File: src/rtl/fifo_wr_arbiter_pkg.sv
// fifo_wr_arbiter_pkg: FSM encoding and width helper shared by the FIFO write arbiter.
package fifo_wr_arbiter_pkg;
  typedef enum logic {ST_IDLE = 1'b0, ST_GRANT = 1'b1} state_t;
  function automatic int clog2_min1(input int n);
    return (n > 1) ? $clog2(n) : 1;
  endfunction
endpackage

File: src/rtl/fifo_wr_arbiter_rr_picker.sv
// rr_picker: first requester at or after ptr, wrapping from N-1 to 0.
module rr_picker #(
  parameter int N    = 4,
  parameter int ID_W = 2
) (
  input  logic [N-1:0]    i_req,
  input  logic [ID_W-1:0] i_ptr,
  output logic            o_found,
  output logic [ID_W-1:0] o_idx,
  output logic [N-1:0]    o_onehot
);
  // Scan highest offset first so the nearest requester wins the last assignment.
  always_comb begin
    o_found = 1'b0;
    o_idx   = '0;
    for (int i = N - 1; i >= 0; i--) begin
      if (i_req[(int'(i_ptr) + i) % N]) begin
        o_found = 1'b1;
        o_idx   = ID_W'((int'(i_ptr) + i) % N);
      end
    end
    o_onehot = o_found ? (N'(1) << o_idx) : '0;
  end
endmodule

File: src/rtl/fifo_wr_arbiter.sv
// fifo_wr_arbiter: round-robin burst arbiter sharing one FIFO write port among N_SRC sources.
module fifo_wr_arbiter
  import fifo_wr_arbiter_pkg::*;
#(
  parameter int N_SRC     = 4,
  parameter int WIDTH     = 8,
  parameter int MAX_BURST = 4
) (
  input  logic                         clk_i,
  input  logic                         rst_i,
  input  logic [N_SRC-1:0]             src_valid_i,
  input  logic [N_SRC*WIDTH-1:0]       src_data_i,
  output logic [N_SRC-1:0]             src_ready_o,
  input  logic                         fifo_full_i,
  input  logic                         fifo_afull_i,
  output logic                         fifo_wr_dv_o,
  output logic [WIDTH-1:0]             fifo_wr_data_o,
  output logic [N_SRC-1:0]             grant_o,
  output logic [clog2_min1(N_SRC)-1:0] grant_id_o,
  output logic                         busy_o
);
  localparam int ID_W  = clog2_min1(N_SRC);
  localparam int CNT_W = clog2_min1(MAX_BURST + 1);

  state_t            r_state, w_state_nx;
  logic [N_SRC-1:0]  r_grant, w_grant_nx, w_pick_oh;
  logic [ID_W-1:0]   r_grant_id, w_grant_id_nx, r_rr_ptr, w_rr_ptr_nx, w_pick_idx, w_ptr_inc;
  logic [CNT_W-1:0]  r_beat_cnt, w_beat_cnt_nx;
  logic              w_found, w_xfer, w_regrant, w_burst_end;

  rr_picker #(.N(N_SRC), .ID_W(ID_W)) u_picker (
    .i_req    (src_valid_i),
    .i_ptr    (r_rr_ptr),
    .o_found  (w_found),
    .o_idx    (w_pick_idx),
    .o_onehot (w_pick_oh)
  );

  assign src_ready_o    = r_grant & {N_SRC{~fifo_full_i}};
  assign w_xfer         = |(src_valid_i & src_ready_o);
  assign fifo_wr_dv_o   = w_xfer;
  assign busy_o         = r_state == ST_GRANT;
  assign fifo_wr_data_o = busy_o ? src_data_i[r_grant_id*WIDTH +: WIDTH] : '0;
  assign grant_o        = r_grant;
  assign grant_id_o     = r_grant_id;
  assign w_regrant      = w_found & ~fifo_afull_i & ~fifo_full_i;
  assign w_burst_end    = ~src_valid_i[r_grant_id] | (w_xfer & (r_beat_cnt == CNT_W'(MAX_BURST - 1)));
  assign w_ptr_inc      = (w_pick_idx == ID_W'(N_SRC - 1)) ? '0 : w_pick_idx + 1'b1;

  // IDLE and burst end share one decision: re-grant directly or drop to IDLE.
  always_comb begin
    w_state_nx    = r_state;
    w_grant_nx    = r_grant;
    w_grant_id_nx = r_grant_id;
    w_rr_ptr_nx   = r_rr_ptr;
    w_beat_cnt_nx = r_beat_cnt + CNT_W'(w_xfer);
    if (r_state == ST_IDLE || w_burst_end) begin
      w_state_nx    = w_regrant ? ST_GRANT : ST_IDLE;
      w_grant_nx    = w_regrant ? w_pick_oh : '0;
      w_grant_id_nx = w_regrant ? w_pick_idx : '0;
      w_rr_ptr_nx   = w_regrant ? w_ptr_inc : r_rr_ptr;
      w_beat_cnt_nx = '0;
    end
  end

  always_ff @(posedge clk_i) begin
    if (rst_i) begin
      r_state    <= ST_IDLE;
      r_grant    <= '0;
      r_grant_id <= '0;
      r_rr_ptr   <= '0;
      r_beat_cnt <= '0;
    end else begin
      r_state    <= w_state_nx;
      r_grant    <= w_grant_nx;
      r_grant_id <= w_grant_id_nx;
      r_rr_ptr   <= w_rr_ptr_nx;
      r_beat_cnt <= w_beat_cnt_nx;
    end
  end
endmodule

File: config.mk
export PLATFORM = sky130hd
export DESIGN_NAME = fifo_wr_arbiter
export DESIGN_NICKNAME = d
export VERILOG_FILES = /design/src/rtl/fifo_wr_arbiter_pkg.sv /design/src/rtl/fifo_wr_arbiter_rr_picker.sv /design/src/rtl/fifo_wr_arbiter.sv
export SDC_FILE = /design/constraint.sdc
export NUM_CORES = 1
export LEC_CHECK = 0
export BUFFER_PORTS_ARGS = -buffer_cell sky130_fd_sc_hd__clkbuf_2
export CORE_MARGIN = 10
export CORE_UTILIZATION = 43
export CTS_CLUSTER_SIZE = 14
export DETAILED_ROUTE_END_ITERATION = 8
export PLACE_DENSITY_LB_ADDON = 0.08
export SYNTH_ARGS = -nofsm -noshare
export SYNTH_HDL_FRONTEND = slang
export SYNTH_SLANG_ARGS = --single-unit
File: constraint.sdc
create_clock -name clk_i -period 2 [get_ports clk_i]
set_input_delay 0.1 -clock clk_i [delete_from_list [all_inputs] [get_ports clk_i]]
set_output_delay 0.1 -clock clk_i [all_outputs]
set_load 0.005 [all_outputs]
Word-level counts from Yosys, hierarchy flattened
Cells that the tools add are included.
- flip-flop bits (word level): 12
- output and inout port bits: 20
- word-level logic and storage cells: 66
- $add $sub $neg: 5
- magnitude comparators: 5
- eq/ne operators: 2
- shift-type cells: 2
- multiplexer cells: 27
- bitwise operators: 13
- reduce and logical (&&, ||, !) cells: 7
- operator list (kind ; count):
    $shiftx 32x6->8 ; 1
    $mux 1 ; 13
    $lt 3x4->1 const B ; 3
    $mux 2 ; 6
    $bmux 1 s2 ; 5
    $and 4x4->4 ; 2
    $mux 4 ; 2
    $mux 8 ; 1
    $reduce_or 2->1 ; 4
    $lt 2x3->1 const B ; 2
    $add 2x1->2 const B ; 2
    $add 2x2->2 const B ; 2
    $not 1->1 ; 4
    $reduce_or 4->1 ; 1
    $shl 1x2->4 const A ; 1
    $add 3x1->3 ; 1
    $and 1x1->1 ; 3
    $and 1x1->1 const A ; 3
    $eq 3x2->1 const B ; 1
    $eq 2x2->1 const B ; 1
    $reduce_and 2->1 ; 1
    $logic_or 1x1->1 ; 1
    $or 1x1->1 ; 1

Depth between registers and ports, before layout
- depth after elaboration: 13
- gate-level depth with buffers: 7
- gate-level depth less buffers: 7

By module
Synthesis repeated with hierarchy kept, for this count alone.
- cell total of the unflattened synthesis: 115
- area total of the unflattened synthesis: 1123.6 µm²
- modules (own cells, without submodules) (module ; instances ; cells each ; area an instance (µm²) ; sequential area each (µm²)):
    fifo_wr_arbiter ; 1 ; 86 ; 940.9 ; 240.2
    rr_picker ; 1 ; 29 ; 182.7 ; 0.0

Worst setup path before layout
OpenSTA, ideal clock, no wires.
- path type: register -> register
- from: register r_grant_id[1] (netlist: grant_id_o[1])
- to: register r_grant_id[1] (netlist: grant_id_o[1])
- library setup time: 70 ps
- arrival time: 1410 ps
- data required time: 1930 ps
- slack: 520 ps
- stages on the path, launching flop included: 6
- clock period less this slack: 1480 ps
- cells stage by stage: dfxtp_1 -> buf_6 -> mux2i_1 -> o22ai_2 -> a2111o_1 -> a21oi_1
- word-level cells in the longest chain between the ends: 5
- ends and longest elaborated chain (element ; RTL line ; text):
    start: declaration ; fifo_wr_arbiter.sv:27 ; logic [ID_W-1:0] r_grant_id, w_grant_id_nx, r_rr_ptr, w_rr_ptr_nx, w_pick_idx, w_ptr_inc;
    start signal: assignment ; fifo_wr_arbiter.sv:76 ; r_grant_id <= w_grant_id_nx;
    $bmux 1 s2 ; fifo_wr_arbiter.sv:47 ; assign w_burst_end = ~src_valid_i[r_grant_id] | (w_xfer & (r_beat_cnt == CNT_W'(MAX_BURST - 1)));
    $mux 1 (implied by the code) ; fifo_wr_arbiter.sv:47 ;
    $not 1->1 ; fifo_wr_arbiter.sv:47 ;
    $or 1x1->1 ; fifo_wr_arbiter.sv:47 ;
    $logic_or 1x1->1 ; fifo_wr_arbiter.sv:57 ; if (r_state == ST_IDLE || w_burst_end) begin
No other way between the ends. The select of a mux whose other input is x is not followed.
A chain may end at the register's enable or synchronous reset.

Worst setup path in the final report
- from: register r_grant_id[0] (netlist: grant_id_o[0])
- to: output fifo_wr_data_o[3]
- word-level cells in the longest chain between the ends: 2
- ends and longest elaborated chain (element ; RTL line ; text):
    $shiftx 32x6->8 ; fifo_wr_arbiter.sv:43 ; assign fifo_wr_data_o = busy_o ? src_data_i[r_grant_id*WIDTH +: WIDTH] : '0;
    $mux 8 ; fifo_wr_arbiter.sv:43 ;
    end: declaration ; fifo_wr_arbiter.sv:17 ; output logic [WIDTH-1:0] fifo_wr_data_o,
No other way between the ends.

==> metrics.txt <==
status complete, no violations; commonest non-fill, non-tap cells in the layout clkbuf_2 (59), dfxtp_1 (12), a21oi_1 (8), mux4_2 (8), and2_1 (8); die height 68.7 um; pin count of the biggest net entering global routing 16; DR WL/cell 16.5 um; Layout Skew 0.0135 ns; RSZ-0062 raised after global routing no; antenna violations before repair 0; Avg Cell Area, Syn 9.91 um2; Hold Path Class in -> reg; met2 WL post-DR 1.55 mm; Combinational Power Share 26.5%; Power per Cell Area 443 nW/um2; Total GRT Usage 13.6%; clock-pin slew on the worst setup and hold paths 0.07 ns; top cells by area, synth dfxtp_1 (24%), mux4_2 (18%), ha_1 (7.4%), and2_1 (4.9%), mux2i_1 (4.9%); switching power total 0.168 mW; non-filler cells, final 193; H-tree depth 1; Vias per Instance 5.59; CTS Buffer Depth 2; # resized after CTS 0; Ports 60; Syn Inst Count 103; share of the synthesized area in the top cell type 23.5%; Clock Power Share 31.5%; CP max FO 11; GRT overflow 0; fmax 0.585 GHz; Area after DPL 1340 um2; Site Rows 17; via count 1,079; Final Instance Area 1380 um2; Sw Ratio 27.4%; DRT Pass-1 Iters 4; Yosys reg bits 12; met1 wire length 1.25 mm; post-synth cell types 34; root buffer cell clkbuf_4; # diodes 0; DR iter-0 viols 83; Die W 68.7 um; Core Box Area 2230 um2; # port buffers 59; Period minus WS final 1.71 ns; Yosys warning count 0; Data arrival, critical path 1.61 ns; Routed WL 3.19 mm; register area share after synthesis 23.5%; Critical Path RT 1.90 ns; die area 4720 um2; Worst-Margin Slew 0.435 ns; Internal Pwr Total 0.443 mW; CP Class reg -> out; post-place setup slack 0.444 ns; Slew headroom 70.8%; setup bufs post-CTS 0; hold violation total from the final report 0; Max Slew Vio Count 0; hold_buf cts 0; Final TNS setup 0 ns; first-pass GRT wire length 5.11 mm; LEAKAGE 0.625 nW; syn_nets 149; TritonCTS clock tree built; met3 WL 373 um; number of global-route vias before repair 1,140; DRC Markers 0; Final ANT Viol Nets 0; global placement routability congestion 0.804; crit share post-route 85.4%; VDD IR max 0.278 mV; final worst slack 0.291 ns; Skew-Pair Late Insertion Delay 0.27 ns; Most used DFF post-synth dfxtp_1; total CTS buffers 3; Max-Cap Viols 0; share of cells above drive strength 1 47.3%; Post-synth EDFFs 0; CP startpoint kind register; Starting Density 45.7%; dpl hpwl 2.67 mm; Clock Sinks 12; uppermost routed layer met4; Setup violations, final 0; post-synth top area cell dfxtp_1; Final nets 212; area delta synth->final 35.2%; sequential share of power 41.9%; FFs w/ async S/R, synth 0%; Placed Cells 189; commonest non-fill, non-tap cell in the layout clkbuf_2; Critical Path Sink Type output port; Final Power 0.611 mW; Synth Cell Area 1020 um2
-- final timing paths --
path	cells after the start	slack (ns)	end	from
max	4	0.29	fifo_wr_data_o[3]	grant_id_o[0]
max reg2reg	7	0.41	grant_o[1]	r_rr_ptr[1]
min	3	0.17	busy_o	fifo_afull_i
min reg2reg	2	0.50	grant_o[0]	grant_o[0]
-- registers in the layout, summed over array words and instances, names as in the netlist --
register / count
grant_o: 4
grant_id_o: 2
busy_o: 1
r_rr_ptr: 2
r_beat_cnt: 3
-- cell families after synthesis --
kind of cell,after synthesis,synth area share (%)
muxes,13,22.5
xor gates and xnor gates,1,0.858
buffers and inverters,7,3.68
AOI/OAI and AO/OA,24,19.7
adders and majority gates,6,7.35
DFF,12,23.5
and+or+nand+nor,40,22.3
-- final cells by class --
cell class / instances / area, um2
well taps: 28 / 35.0
repair buffers: 61 / 310
inverters: 4 / 15.0
multi-input cells: 84 / 743
clock buffers: 4 / 36.3
flip-flops and latches: 12 / 240
fillers: 204 / 853
-- per-layer routing --
metal / vias up / GRT usage (%)
met5: - / 0
met4: 0 / 3.20
met3: 2 / 3.70
met2: 61 / 24.3
met1: 498 / 15.8
li1: 518 / -
-- synthesized netlist by cell type, drive strengths merged (2+ instances only) --
master and number:
ha 6, nor3b 2, buf 2, nand2 3
a22o 2, nor2 7, mux2i 5, nand3 5
o211ai 4, inv 4, nor3 2, nand2b 4
and2 8, dfxtp 12, a21oi 8, mux4 8
nor2b 5
-- power groups by stage --
stage / clock network, mW / logic [mW] / registers (mW)
final: 0.193 / 0.162 / 0.256
after global routing: 0.210 / 0.182 / 0.258
after CTS: 0.196 / 0.163 / 0.256
after detailed placement: 0 / 0.161 / 0.262
after global placement: 0 / 0.157 / 0.262
after floorplan: 0 / 0.0892 / 0.260
-- critical path: stages, from the launching register on --
cell and delay [ns]:
dfxtp_1 0.33, buf_4 0.22, mux4_2 0.52, and2_1 0.17, clkbuf_2 0.11
-- through the flow --
step / util (%) / hold slack (ns)
final: 61.8 / 0.171
after global routing: 61.8 / 0.184
after CTS: 61.8 / 0.164
after detailed placement: 60.2 / 0.446
after global placement: 60.2 / 0.446
after floorplan: - / 0.201
No activity file was read; power rests on OpenSTA's default activity.
